<file path="src/rtl/fabric_rr_arbiter_if.sv">
// Handshake bundle between the masters, the round-robin arbiter and the shared slave path.
// Latency: none, wires only.
// Backpressure: s_req_ready stalls the granted master; m_req held until accepted.
interface fabric_rr_arbiter_if #(
  parameter int M     = 4,
  parameter int IDX_W = (M <= 1) ? 1 : $clog2(M)
);
  logic [M-1:0]     m_req;
  logic [M-1:0]     m_lock;
  logic [M-1:0]     m_gnt;
  logic [M-1:0]     m_rsp_valid;
  logic [IDX_W-1:0] gnt_idx;
  logic             s_req_valid;
  logic             s_req_ready;
  logic             s_rsp_valid;
  logic             busy;
  logic             timeout;

  // Arbiter side: drives grants and the shared request.
  modport master (
    input  m_req, m_lock, s_req_ready, s_rsp_valid,
    output m_gnt, m_rsp_valid, gnt_idx, s_req_valid, busy, timeout
  );

  // Environment side: requesting masters plus the slave path.
  modport slave (
    output m_req, m_lock, s_req_ready, s_rsp_valid,
    input  m_gnt, m_rsp_valid, gnt_idx, s_req_valid, busy, timeout
  );
endinterface

</file>
<file path="src/rtl/fabric_rr_arbiter.sv">
// Round-robin arbiter sharing one fabric slave path among M masters, with lock and response watchdog.
// Latency: 1 cycle IDLE->REQ arbitration; an unlocked transaction takes at least 3 cycles.
// Backpressure: holds REQ while s_req_ready is low; a hung RSP is released by the watchdog.
module fabric_rr_arbiter #(
  parameter int M              = 4,
  parameter int IDX_W          = (M <= 1) ? 1 : $clog2(M),
  parameter int TIMEOUT_CYCLES = 256,
  parameter int LOCK_MAX       = 8
) (
  input logic                 clk,
  input logic                 rst_n,
  fabric_rr_arbiter_if.master bus
);

  localparam int WD_W = (TIMEOUT_CYCLES < 1) ? 1 : $clog2(TIMEOUT_CYCLES + 1);
  localparam int LK_W = (LOCK_MAX < 1) ? 1 : $clog2(LOCK_MAX + 1);
  localparam logic [WD_W-1:0] WD_LAST = WD_W'(TIMEOUT_CYCLES - 1);

  typedef enum logic [1:0] {
    IDLE = 2'd0,
    REQ  = 2'd1,
    RSP  = 2'd2
  } state_t;

  state_t           state_q, state_d;
  logic [IDX_W-1:0] ptr_q, ptr_d;
  logic [IDX_W-1:0] gnt_idx_q, gnt_idx_d;
  logic [WD_W-1:0]  wdog_q, wdog_d;
  logic [LK_W-1:0]  lock_cnt_q, lock_cnt_d;

  logic             win_vld;
  logic [IDX_W-1:0] win_idx;
  logic [IDX_W-1:0] cand;
  logic [IDX_W-1:0] ptr_next;
  logic             req_gnt;
  logic             lock_gnt;
  logic             lock_ok;
  logic             wd_expire;

  // First requester at or above ptr, wrapping mod M (works for non-power-of-2 M).
  always_comb begin
    win_vld = 1'b0;
    win_idx = '0;
    cand    = '0;
    for (int i = 0; i < M; i++) begin
      cand = IDX_W'((int'(ptr_q) + i) % M);
      if (!win_vld && bus.m_req[cand]) begin
        win_vld = 1'b1;
        win_idx = cand;
      end
    end
  end

  assign req_gnt   = bus.m_req[gnt_idx_q];
  assign lock_gnt  = bus.m_lock[gnt_idx_q];
  assign lock_ok   = (LOCK_MAX == 0) || (int'(lock_cnt_q) < LOCK_MAX - 1);
  assign wd_expire = (TIMEOUT_CYCLES != 0) && (wdog_q == WD_LAST);
  assign ptr_next  = (int'(gnt_idx_q) == M - 1) ? '0 : gnt_idx_q + IDX_W'(1);

  // Next-state logic plus the state-dependent request/timeout strobes.
  always_comb begin
    state_d         = state_q;
    ptr_d           = ptr_q;
    gnt_idx_d       = gnt_idx_q;
    wdog_d          = wdog_q;
    lock_cnt_d      = lock_cnt_q;
    bus.s_req_valid = 1'b0;
    bus.timeout     = 1'b0;
    case (state_q)
      IDLE: begin
        if (win_vld) begin
          gnt_idx_d = win_idx;
          state_d   = REQ;
        end
      end
      REQ: begin
        bus.s_req_valid = 1'b1;
        if (bus.s_req_ready) begin
          state_d = RSP;
          wdog_d  = '0;
        end else if (!req_gnt) begin
          // Master withdrew before acceptance: give up without moving ptr.
          state_d = IDLE;
        end
      end
      RSP: begin
        if (wdog_q != '1) begin
          wdog_d = wdog_q + WD_W'(1);
        end
        // A response arriving on the expiry cycle takes priority over the watchdog.
        if (bus.s_rsp_valid) begin
          if (lock_gnt && req_gnt && lock_ok) begin
            state_d = REQ;
            if (lock_cnt_q != '1) begin
              lock_cnt_d = lock_cnt_q + LK_W'(1);
            end
          end else begin
            state_d    = IDLE;
            ptr_d      = ptr_next;
            lock_cnt_d = '0;
          end
        end else if (wd_expire) begin
          bus.timeout = 1'b1;
          state_d     = IDLE;
          ptr_d       = ptr_next;
          lock_cnt_d  = '0;
        end
      end
      default: begin
        state_d = IDLE;
      end
    endcase
  end

  // State, pointer, grant index and counters.
  always_ff @(posedge clk or negedge rst_n) begin
    if (!rst_n) begin
      state_q    <= IDLE;
      ptr_q      <= '0;
      gnt_idx_q  <= '0;
      wdog_q     <= '0;
      lock_cnt_q <= '0;
    end else begin
      state_q    <= state_d;
      ptr_q      <= ptr_d;
      gnt_idx_q  <= gnt_idx_d;
      wdog_q     <= wdog_d;
      lock_cnt_q <= lock_cnt_d;
    end
  end

  // One-hot grant while busy; the slave response is routed only in RSP.
  always_comb begin
    bus.m_gnt       = '0;
    bus.m_rsp_valid = '0;
    for (int i = 0; i < M; i++) begin
      bus.m_gnt[i]       = (state_q != IDLE) && (gnt_idx_q == IDX_W'(i));
      bus.m_rsp_valid[i] = (state_q == RSP) && bus.s_rsp_valid && (gnt_idx_q == IDX_W'(i));
    end
  end

  assign bus.busy    = (state_q != IDLE);
  assign bus.gnt_idx = gnt_idx_q;

endmodule

</file>
<file path="src/flat_wrapper.sv">
// flat-port wrapper written by rule: the top's interface ports become plain ports
module fabric_rr_arbiter_flat 
#(
  parameter int M              = 4,
  parameter int IDX_W          = (M <= 1) ? 1 : $clog2(M),
  parameter int TIMEOUT_CYCLES = 256,
  parameter int LOCK_MAX       = 8
)
  (clk, rst_n, bus_m_req, bus_m_lock, bus_s_req_ready, bus_s_rsp_valid, bus_m_gnt, bus_m_rsp_valid, bus_gnt_idx, bus_s_req_valid, bus_busy, bus_timeout);
  fabric_rr_arbiter_if #(.M(M), .IDX_W(IDX_W)) bus_i ();
  input logic clk;
  input logic rst_n;
  input wire logic [$bits(bus_i.m_req)-1:0] bus_m_req;
  input wire logic [$bits(bus_i.m_lock)-1:0] bus_m_lock;
  input wire logic [$bits(bus_i.s_req_ready)-1:0] bus_s_req_ready;
  input wire logic [$bits(bus_i.s_rsp_valid)-1:0] bus_s_rsp_valid;
  output wire logic [$bits(bus_i.m_gnt)-1:0] bus_m_gnt;
  output wire logic [$bits(bus_i.m_rsp_valid)-1:0] bus_m_rsp_valid;
  output wire logic [$bits(bus_i.gnt_idx)-1:0] bus_gnt_idx;
  output wire logic [$bits(bus_i.s_req_valid)-1:0] bus_s_req_valid;
  output wire logic [$bits(bus_i.busy)-1:0] bus_busy;
  output wire logic [$bits(bus_i.timeout)-1:0] bus_timeout;
  assign bus_i.m_req = bus_m_req;
  assign bus_i.m_lock = bus_m_lock;
  assign bus_i.s_req_ready = bus_s_req_ready;
  assign bus_i.s_rsp_valid = bus_s_rsp_valid;
  assign bus_m_gnt = bus_i.m_gnt;
  assign bus_m_rsp_valid = bus_i.m_rsp_valid;
  assign bus_gnt_idx = bus_i.gnt_idx;
  assign bus_s_req_valid = bus_i.s_req_valid;
  assign bus_busy = bus_i.busy;
  assign bus_timeout = bus_i.timeout;
  fabric_rr_arbiter #(.M(M), .IDX_W(IDX_W), .TIMEOUT_CYCLES(TIMEOUT_CYCLES), .LOCK_MAX(LOCK_MAX)) u_core (.clk(clk), .rst_n(rst_n), .bus(bus_i));
endmodule
</file>
<file path="config.mk">
export PLATFORM = sky130hd
export DESIGN_NAME = fabric_rr_arbiter_flat
export DESIGN_NICKNAME = d
export VERILOG_FILES = /design/src/rtl/fabric_rr_arbiter_if.sv /design/src/rtl/fabric_rr_arbiter.sv /design/src/flat_wrapper.sv
export SDC_FILE = /design/constraint.sdc
export NUM_CORES = 1
export LEC_CHECK = 0
export ABC_AREA = 1
export BUFFER_PORTS_ARGS = -buffer_cell sky130_fd_sc_hd__buf_4
export CORE_AREA = 3 3 58 60
export DETAILED_ROUTE_END_ITERATION = 10
export DIE_AREA = 0 0 61 63
export PLACE_DENSITY = 0.73
export REMOVE_ABC_BUFFERS = 1
export SLEW_MARGIN = 20
export SYNTH_ARGS = -nofsm -noshare
export SYNTH_HDL_FRONTEND = slang
export SYNTH_SLANG_ARGS = --single-unit
</file>
<file path="constraint.sdc">
create_clock -name clk -period 1.9 [get_ports clk]
set_input_delay 0.19 -clock clk [delete_from_list [all_inputs] [get_ports clk]]
set_output_delay 0.19 -clock clk [all_outputs]
set_load 0.01 [all_outputs]
</file>
Word-level counts from Yosys, hierarchy flattened --
Cells that the tools add are included.
Operators by class: mux-type cells 42, reduce and logical (&&, ||, !) cells 27, eq/ne operators 16, add/sub/neg operators 6, $lt $le $gt $ge 6
Operator list (count):
- 2-bit two-way mux | 13
- 9-bit two-way mux | 2
- 9-bit one-hot mux with 2 select lines | 1
- 4-bit two-way mux | 4
- 2-bit by 3-bit less-than comparator with 1-bit output (second input constant) | 5
- 1-bit two-way mux | 15
- 1-bit logical AND | 14
- 1-bit binary-select mux with 2-bit select | 6
- 3-bit AND reduction | 4
- 9-bit by 1-bit adder with 9-bit output (second input constant) | 1
- 9-bit by 8-bit == test with 1-bit output (second input constant) | 1
- 9-bit != test (second input constant) | 1
- 2-bit by 1-bit == test with 1-bit output (second input constant) | 3
- 2-bit == test (second input constant) | 3
- 3-bit != test (second input constant) | 2
- 2-bit one-hot mux with 3 select lines | 1
- 2-bit nonzero test | 3
- 2-bit by 1-bit adder with 2-bit output (second input constant) | 2
- 2-bit adder (second input constant) | 2
- 4-bit by 1-bit adder with 4-bit output (second input constant) | 1
- 2-bit logical NOT | 2
- 4-bit by 3-bit less-than comparator with 1-bit output (second input constant) | 1
- 2-bit by 1-bit != test with 1-bit output (second input constant) | 2
- 2-bit != test (second input constant) | 2
- other kinds (4) | 6
Word-level totals: output and inout bits 13, register bits after elaboration 19, bits of input ports 12, word-level logic and storage cells 102

Depth between registers and ports, before layout --
Gate-level depths: netlist of the first run.
depth after elaboration 14, gate-level depth with buffers 16, depth with buffers taken out 16

Worst setup path before layout of the first run --
Ideal clock, no wire load.
path type flip-flop to flip-flop, start reg u_core.wdog_q[0], end reg u_core.wdog_q[7], arrival 1732 ps, buffers on the path 0, slack 49 ps, setup time 119 ps, clock period less this slack 1851 ps, data required time 1781 ps, cell stages (with the launch flop) 16, cell sequence dfrtp_1 ha_1 nand2_1 inv_1 nand2_1 nor3b_1 ha_1 inv_1 nand2_2 nand2_4 inv_4 nor2_8 nand2_4 nor2_4 a21oi_1 nor2_1
Between the ends: longest elaborated chain between the ends 3, elaborated cells between the ends (all ways) 6, those cells by class add/sub (1); eq/ne (2); mux (2); reduce/logical (1)
RTL lines:
- start: declaration | RTL line fabric_rr_arbiter.sv:28 | logic [WD_W-1:0] wdog_q, wdog_d;
- start signal: assignment | RTL line fabric_rr_arbiter.sv:127 | wdog_q <= wdog_d;
- 9-bit by 1-bit adder with 9-bit output or 9-bit != test (tied branches) | RTL line fabric_rr_arbiter.sv:88, fabric_rr_arbiter.sv:87
- 9-bit two-way mux or 2-bit by 1-bit != test with 1-bit output (tied branches)
- 9-bit one-hot mux with 2 select lines or 3-bit AND reduction (tied branches)
Several ways; a longest one is shown, not always the timed one. The select of a mux whose other input is x is not followed. A chain may end at the register's enable or synchronous reset.

Final worst setup path of the first run --
Ends and elaborated chain as after synthesis.

==> results of run 1 <==
[sequential cells by signal (all words and copies together), names as in the netlist]
signal              count
u_core.state_q          2
u_core.wdog_q           9
u_core.bus.gnt_idx      2
u_core.lock_cnt_q       4
u_core.ptr_q            2
[worst max path at each step]
stage | depth (start not counted) | end | startpoint
6_report | 17 | u_core.wdog_q[7] | u_core.wdog_q[0]
5_1_grt | 15 | u_core.wdog_q[5] | u_core.wdog_q[0]
4_1_cts | 9 | bus_timeout | u_core.wdog_q[1]
3_5_place_dp | 15 | u_core.wdog_q[7] | u_core.wdog_q[1]
3_3_place_gp | 15 | u_core.wdog_q[7] | u_core.wdog_q[1]
2_1_floorplan | 15 | u_core.wdog_q[7] | u_core.wdog_q[0]
[cells by family (layout without fill, tap and decap cells)]
logic type / count (synthesis) / in the layout / share of synthesized area, %
adder cells (fa/ha/maj): 8 / 8 / 6.99
AND/OR/NAND/NOR: 110 / 110 / 38.5
AO/OA/AOI/OAI: 30 / 30 / 11.3
multiplexers: 1 / 1 / 0.699
buffers and inverters: 33 / 80 / 9.35
flip-flops: 19 / 19 / 33.2
[area by class of cell]
class                   count  area, µm²
fillers                   270       1090
clock inverters             1       5.00
inverters                  32        125
repair buffers             44        333
well taps                  33       41.3
multi-input cells         149        890
clock buffers               3       22.5
flip-flops and latches     19        475
[through the flow]
step           setup WS (ns)  hold slack, ns  TNS, ns
6_report             -0.0459           0.165  -0.0524
5_1_grt               -0.187           0.173    -1.02
4_1_cts              -0.0157           0.152  -0.0157
3_5_place_dp          0.0269          0.0793        0
3_3_place_gp          0.0859          0.0763        0
2_1_floorplan         0.0491          -0.106        0
[power groups by stage]
stage | registers (W) | clock network [W] | logic, W
finish | 0.000735 | 0.000205 | 0.00147
global route | 0.000757 | 0.000235 | 0.00169
CTS | 0.000725 | 0.000219 | 0.00144
detailed placement | 0.000733 | 0 | 0.00141
global placement | 0.000730 | 0 | 0.00140
floorplan | 0.000698 | 0 | 0.00101
[synth_stat cells (all sizes together) (2+ instances only)]
cell,count
a21oi,9
dfrtp,19
ha,8
inv,32
nand2,63
nand3,15
nand4,2
nor2,27
o21ai,17
[routing by layer]
metal / GRT usage (%) / vias to the layer above / part of all wire (%)
met4: 6.23 / 0 / 2.0
met5: 0 / - / 0
met1: 25.1 / 635 / 46
met2: 30.9 / 41 / 48
li1: - / 730 / -
met3: 3.10 / 8 / 4.6
[critical path: stages, from the launching register on]
cell     delay (ns)
dfrtp_1        0.40
ha_2           0.19
nand2_2        0.06
inv_2          0.04
nand2_2        0.07
nor3b_4        0.05
buf_4          0.14
ha_4           0.15
inv_2          0.06
nand2_2        0.08
nand2_4        0.09
inv_6          0.05
nor2_8         0.09
nand2_4        0.07
nor2_4         0.11
nand3_2        0.08
nand2_1        0.07
nor2_1         0.05
[what timing repair did]
action | 4_1_cts | 5_1_grt
setup buffers | 8 | 3
hold endpoints to repair | 19 | 0
hold buffers | 1 | 0
endpoints found under the setup margin | 1 | 15
gates resized for setup | 4 | 19
pin swaps | 5 | 7
==> impl_metrics.yaml, run 1 <==
hold_path:
  min_delay_path_depth: 3
  hold_path_end: "u_core.state_q[0]"
  hold_path.class: "input port to flip-flop"
  worstHoldStart: "bus_s_req_ready"
grt:
  gr-usage-all-layers_pct: 19.0
  antenna_found_initial: 0
  grt_max_degree: 20
  grt_pass1_vias: 1299
  grt_first_pass_wirelength_um: 5600
  overflow: 0
setup_path:
  reg2reg_to: "u_core.wdog_q[7]"
  reg2regPathDepth: 17
  r2r_slack_ns: -0.05
  critPathMaxFanout: 3
  crit_arrival_ns: 2.15
  critPathLaunchType: "flip-flop"
  crit_type: "flip-flop to flip-flop"
  endpoint_kind: "flip-flop"
  r2r_start: "u_core.wdog_q[0]"
  cp.required_ns: 2.11
cts:
  cts_tree: "done"
  cts_buffers: 3
  cts_root_buf: "clkbuf_4"
  htree_levels: 1
  clockBufferDepth: 2
  cts.sinks: 19
  cts.clk_slew.worst_paths_ns: 0.11
  clkLatencyLatePin_ns: 0.30
pwr:
  powerDensity_nw_per_um2: 1280
  switching_power_w: 0.00122
  power.total_w: 0.00241
  comb_power_share_pct: 61.1
  p_int_w: 0.00120
  ir_drop_mv: 0.576
  swShare_pct: 50.3
  clockPowerShare_pct: 8.5
  p_leak_nw: 1.02
  seqPwrFrac_pct: 30.4
timing:
  final.period_utilization_pct: 102
  worst_slack_ns: -0.0459
  finClkSkew_ns: 0.00674
  hold_viol_final: 0
  final_max_slew_viol_count: 0
  tightest_slew_ns: 0.515
  grt_setup_unrepaired: "yes"
  slew_headroom_pct: 65.5
  setup_viol: 2
  post-route-min-period_ns: 1.95
  fmax_mhz: 514
finish:
  antennaDiodeCount: 0
  layout-drive-gt1-share_pct: 36.7
  area_growth_pct: 32.1
  final_common_cell: "nand2_1"
  final_nets: 269
  layout_common_cells: "50 x nand2_1, 43 x buf_4, 23 x inv_1"
  post-route-util_pct: 63.5
  fin_cells: 281
  final_cell_area_um2: 1890
floorplan:
  rows: 20
  chipHeight_um: 63
  fp.dieW_um: 61
  start_util_pct: 48.1
  core-area_um2: 2980
  ioPinCount: 25
  dieArea_um2: 3840
route:
  ant_nets: 0
  firstDrtPassIters: 4
  drt-vias-per-instance: 5.03
  drt_wl_total_um: 3360
  drt_iter0_markers: 61
  drc: 0
  wire_per_inst_um: 12.0
  vias: 1414
logic_synthesis:
  postSynthAreaPerCell_um2: 7.13
  syn_inst: 201
  synth_top_area_share_pct: 33.2
  syn_area_um2: 1430
  seq_area_frac_synth_pct: 33.2
  yosys.cell_types.count: 28
  synth-edff-count: 0
  yosys.area.top_type: "dfrtp_1"
  synth_warnings: 0
  synth_area_leaders: "dfrtp_1 33%, nand2_1 14%, ha_1 7.0%, inv_1 6.6%, nor2_1 5.5%"
  async_flop_share_pct: 100
  ys_ff_latch: 19
  synth_ff_type: "dfrtp_1"
placed_design:
  placed_cells: 265
  place_area_um2: 1700
  place_congestion: 0.864
  dp_hpwl_um: 2360
  portBuffers: 24
flow_run:
  maxCapViolCount: 0
outcome:
  violations: "negative setup slack"
  status: "finished, violations left"
Power figures use the tool's default switching activity.
==> inputs of run 2 (changes only) <==
Settings changed: ABC_AREA 1 to unset, CORE_AREA 3 3 58 60 to 3 3 52 54, DIE_AREA 0 0 61 63 to 0 0 55 57, PLACE_DENSITY 0.73 to 0.77.
Clock period 1.9 ns to 2.18 ns, I/O delays scaled along.
==> impl_metrics.yaml, run 2 <==
outcome:
  status: "complete, no violations"
pwr:
  comb_power_share_pct: 52.0
  seqPwrFrac_pct: 36.0
  switching_power_w: 0.000648
  clockPowerShare_pct: 12.0
  ir_drop_mv: 0.754
  swShare_pct: 41.0
  power.total_w: 0.00158
  p_leak_nw: 0.744
  powerDensity_nw_per_um2: 1040
  p_int_w: 0.000932
cts:
  htree_levels: 1
  cts_root_buf: "clkbuf_4"
  clockBufferDepth: 2
  cts.sinks: 19
  cts_tree: "done"
  clkLatencyLatePin_ns: 0.31
  cts_buffers: 3
  cts.clk_slew.worst_paths_ns: 0.12
logic_synthesis:
  syn_inst: 132
  syn_area_um2: 1240
  yosys.area.top_type: "dfrtp_1"
  synth-edff-count: 0
  seq_area_frac_synth_pct: 38.3
  synth_ff_type: "dfrtp_1"
  synth_top_area_share_pct: 38.3
  async_flop_share_pct: 100
  synth_area_leaders: "dfrtp_1 38%, ha_1 8.1%, nor2_1 4.8%, a21oi_1 3.2%, a211oi_1 3.0%"
  postSynthAreaPerCell_um2: 9.39
  synth_common_cells: "19 x dfrtp_1, 16 x nor2_1, 9 x nand2_1"
  yosys.cell_types.count: 36
  synth_most_common_cell: "dfrtp_1"
  ys_ff_latch: 19
  synth_warnings: 0
floorplan:
  fp.dieW_um: 55
  dieArea_um2: 3140
  start_util_pct: 55.0
  ioPinCount: 25
  core-area_um2: 2250
  rows: 17
  chipHeight_um: 57
finish:
  final_common_cell: "buf_4"
  top_regs: "u_core.wdog_q: 9 flops, u_core.lock_cnt_q: 4 flops"
  layout-drive-gt1-share_pct: 25.8
  area.sequential_um2: 475
  multiInputGateArea_um2: 721
  regMostFlops: "u_core.wdog_q"
  n_fill_cell: 197
  largest_register_ff_count: 9
  antennaDiodeCount: 0
  area_growth_pct: 22.3
  layout_common_cells: "29 x buf_4, 19 x dfrtp_1, 16 x nor2_1"
  final_nets: 184
route:
  drt-vias-per-instance: 5.49
  ant_nets: 0
  drt_wl_total_um: 2760
  drt_iter0_markers: 15
  drc: 0
  firstDrtPassIters: 4
  wire_per_inst_um: 14.5
  vias: 1048
flow_run:
  maxCapViolCount: 0
hold_path:
  hold_path.class: "input port to flip-flop"
  hold_path_end: "u_core.state_q[1]"
  worstHoldStart: "bus_s_rsp_valid"
  min_delay_path_depth: 4
timing:
  finClkSkew_ns: 0.00259
  setup_viol: 0
  final.period_utilization_pct: 90.5
  hold_viol_final: 0
  tightest_slew_ns: 0.549
  grt_setup_unrepaired: "no"
  final_max_slew_viol_count: 0
  fmax_mhz: 507
  slew_headroom_pct: 63.1
  fin_setup_tns_ns: 0
  post-route-min-period_ns: 1.97
grt:
  gr-usage-all-layers_pct: 20.2
  grt_pass1_vias: 1033
  grt_first_pass_wirelength_um: 4610
  overflow: 0
  grt_max_degree: 20
  antenna_found_initial: 0
setup_path:
  crit_arrival_ns: 2.19
  critPathMaxFanout: 5
  critPathLaunchType: "flip-flop"
  reg2reg_to: "u_core.wdog_q[5]"
  crit_type: "flip-flop to flip-flop"
  cp.required_ns: 2.39
  r2r_start: "u_core.wdog_q[0]"
  reg2regPathDepth: 8
  r2r_slack_ns: 0.21
  endpoint_kind: "flip-flop"
  critPathLaunch: "u_core.wdog_q[0]"
placed_design:
  portBuffers: 24
  dp_hpwl_um: 2150
  place_congestion: 0.797
==> run 2: metrics by stage <==
step | worst slack (ns) | hold WS (ns) | cells | util, % | cell area, µm²
after floorplan | 0.264 | -0.0776 | 129 | - | 1220
after global placement | 0.217 | 0.105 | 185 | 65.1 | 1470
after detailed placement | 0.148 | 0.106 | 185 | 65.1 | 1470
after CTS | 0.129 | 0.211 | 190 | 66.8 | 1510
after global routing | 0.0539 | 0.238 | 191 | 67.3 | 1520
final | 0.207 | 0.216 | 191 | 67.3 | 1520
==> run 2: how the worst max path moves through the flow <==
stage	endpoint	slack [ns]	cells past startpoint
global route	u_core.wdog_q[7]	0.05	8
floorplan	u_core.wdog_q[7]	0.26	8
global placement	u_core.wdog_q[5]	0.22	8
CTS	u_core.ptr_q[1]	0.13	7
finish	u_core.wdog_q[5]	0.21	8
detailed placement	u_core.ptr_q[1]	0.15	7
==> run 2: critical path: stages, from the launching register on <==
cell and delay (ns):
dfrtp_1 0.43, ha_2 0.23, nand3_1 0.07, nor2_1 0.06
ha_1 0.21, or3b_4 0.39, a211oi_1 0.29, xnor2_1 0.15
nor2_1 0.05
==> run 2: cell families after synthesis <==
| logic type | Yosys count | synth area share (%) |
|---|---|---|
| simple gates | 55 | 23.6 |
| compound gates | 27 | 14.4 |
| flops | 19 | 38.3 |
| buf+inv | 11 | 3.73 |
| fa+ha+maj | 8 | 8.07 |
| mux | 7 | 8.27 |
| xor+xnor | 5 | 3.53 |
==> run 2: cell type report <==
type                       instances  share of cell area (%)
clock inverter                     1                   0.330
timing repair buffer              30                    15.0
multi-input combinational        102                    47.5
clock buffer                       3                    1.49
tap                               28                    2.31
inverter                           8                    1.98
sequential                        19                    31.4
==> run 2: what timing repair did <==
action,4_1_cts,5_1_grt
setup buffers,0,1
hold endpoints to repair,19,0
setup endpoints to repair,0,4
resized for setup,0,2
hold buffers,1,0
==> run 2: power groups by stage <==
stage / sequential (W) / clock [W] / combinational, W
after floorplan: 0.000560 / 0 / 0.000484
after global placement: 0.000568 / 0 / 0.000780
after detailed placement: 0.000576 / 0 / 0.000808
after CTS: 0.000568 / 0.000194 / 0.000813
after global routing: 0.000584 / 0.000210 / 0.000910
final: 0.000569 / 0.000189 / 0.000822
==> run 2: layer usage <==
layer	track usage (%)	vias up	part of all wire, %
met3	5.74	4	3.6
met1	24.1	494	44
met4	7.99	0	1.2
met5	0	-	0
met2	33.4	18	51
li1	-	532	-
==> inputs of run 3 (changes only) <==
Settings changed: ABC_AREA set to 1, CELL_PAD_IN_SITES_DETAIL_PLACEMENT set to 1, CELL_PAD_IN_SITES_GLOBAL_PLACEMENT set to 1, CORE_AREA 3 3 52 54 to 3 3 64 66, DIE_AREA 0 0 55 57 to 0 0 67 69, PLACE_DENSITY 0.77 to unset, PLACE_DENSITY_LB_ADDON set to 0.1.
==> impl_metrics.yaml, run 3 (synthesized netlist as in run 1, its figures left out) <==
flow_run:
  maxCapViolCount: 0
timing:
  final.period_utilization_pct: 92.2
  fmax_mhz: 497
  slew_headroom_pct: 58.8
  setup_viol: 0
  hold_viol_final: 0
  finClkSkew_ns: 0.00310
  tightest_slew_ns: 0.615
  fin_setup_tns_ns: 0
  final_max_slew_viol_count: 0
  post-route-min-period_ns: 2.01
floorplan:
  fp.dieW_um: 67
  start_util_pct: 39.4
  ioPinCount: 25
  core-area_um2: 3630
  chipHeight_um: 69
  dieArea_um2: 4620
  rows: 22
placed_design:
  portBuffers: 24
  dp_hpwl_um: 3110
  placed_cells: 272
  place_congestion: 0.769
setup_path:
  endpoint_kind: "output pin"
  path_buf_inv: 2
  crit_type: "flip-flop to output pin"
  cpPeakStageDelay_ns: 0.39
  crit_path_frequent_cell: "nand2_1"
  cp.required_ns: 1.96
  crit_chain: "ha_2 -> nand2_2 -> inv_1 -> nand2_1 -> nor3b_2 -> ha_1 -> nand2_1 -> nor2_1 -> buf_4"
  crit_path_top_delay_cell: "dfrtp_1"
  critPathLaunchType: "flip-flop"
  crit_arrival_ns: 1.79
  cp_top_family: "simple AND/OR/NAND/NOR gates"
  critPathMaxFanout: 3
route:
  wire_per_inst_um: 13.4
  drt_wl_total_um: 3720
  ant_nets: 0
  firstDrtPassIters: 4
  drc: 0
  drt_iter0_markers: 27
  vias: 1370
  drt-vias-per-instance: 4.93
cts:
  htree_levels: 1
  cts_root_buf: "clkbuf_8"
  clkLatencyLatePin_ns: 0.25
  cts_buffers: 3
  cts_tree: "done"
  clockBufferDepth: 2
  cts.clk_slew.worst_paths_ns: 0.07
  cts.sinks: 19
grt:
  grt_max_degree: 20
  antenna_found_initial: 0
  grt_pass1_vias: 1402
  overflow: 0
  gr-usage-all-layers_pct: 17.7
  grt_first_pass_wirelength_um: 6420
finish:
  final_common_cell: "nand2_1"
  top_regs: "u_core.wdog_q: 9 flops, u_core.lock_cnt_q: 4 flops"
  antennaDiodeCount: 0
  largest_register_ff_count: 9
  fin_cells: 278
  area_growth_pct: 21.7
  layout-drive-gt1-share_pct: 27.0
  final_nets: 251
  layout_common_cells: "51 x nand2_1, 25 x inv_1, 25 x buf_4"
  regMostFlops: "u_core.wdog_q"
pwr:
  p_leak_nw: 0.924
  powerDensity_nw_per_um2: 1230
  ir_drop_mv: 0.633
outcome:
  status: "complete, no violations"
hold_path:
  hold_path.class: "input port to flip-flop"
==> run 3: cell count changes in the layout (fill, tap and decap cells not counted), moves of 5 or more <==
cell / previous run / this run
and3_1: 6 / 0
inv_1: 8 / 25
inv_2: 0 / 6
nand2_1: 9 / 51
nand2_2: 0 / 10
nand3_1: 4 / 11
nor2_1: 16 / 21
nor2b_1: 6 / 0
o21ai_0: 4 / 13
==> run 3: final cells by class <==
type	count	area (µm²)
Fill cell	491	1890
Timing Repair Buffer	26	198
Tap cell	48	60.1
Sequential cell	19	475
Inverter	32	125
Clock buffer	4	45.0
Multi-Input combinational cell	149	840
==> run 3: per-layer routing <==
metal  up-vias  track usage (%)  part of all wire [%]
met3         2             3.75                   2.8
li1        695                -                     -
met2        18             29.4                    52
met4         0             2.48                  0.32
met5         -                0                     0
met1       655             23.8                    45
==> run 3: repair_timing <==
item,4_1_cts,5_1_grt
hold endpoints to repair,19,0
gates resized for setup,0,6
setup buffers,0,1
hold buffers,1,0
endpoints found under the setup margin,0,13
==> run 3: where the power goes <==
group          total (W)  internal, W  leakage [nW]  switching [W]
Sequential      0.000641     0.000466         0.250       0.000175
Combinational    0.00126     0.000459         0.651       0.000803
Clock           0.000238     0.000130        0.0228       0.000109
Total            0.00214      0.00106         0.924        0.00109
==> run 3: worst register-to-register path, cell delays in order, from the launching register on <==
cell     delay [ns]
dfrtp_1        0.39
ha_2           0.21
nand2_2        0.07
inv_1          0.06
nand2_1        0.05
nor3b_2        0.25
ha_2           0.20
inv_1          0.05
nand2_2        0.10
nand2_4        0.08
inv_6          0.09
nor2_8         0.04
nand2_4        0.08
nor2_4         0.04
a21oi_2        0.11
nor2_1         0.05
==> run 3: worst paths after layout <==
kind                             startpoint           endpoint  slack, ns  cells after the start
setup / recovery           u_core.wdog_q[0]        bus_timeout       0.17                      9
hold / removal              bus_s_req_ready  u_core.state_q[0]       0.25                      3
setup reg to reg           u_core.wdog_q[0]   u_core.wdog_q[7]       0.19                     15
hold reg to reg            u_core.wdog_q[3]   u_core.wdog_q[3]       0.51                      1
max in group asynchronous             rst_n    u_core.ptr_q[1]       1.62                      2
min in group asynchronous             rst_n   u_core.wdog_q[3]       0.37                      2
==> run 3: per-stage QoR <==
step	total power [W]	worst slack [ns]	cell area [µm²]	util (%)	hold slack, ns
floorplan	0.00148	0.329	1420	-	-0.0776
global placement	0.00182	0.221	1660	45.7	0.103
detailed placement	0.00190	0.0499	1660	45.7	0.103
CTS	0.00215	0.0238	1720	47.2	0.244
global route	0.00237	-0.00327	1740	48.0	0.243
finish	0.00214	0.170	1740	48.0	0.248
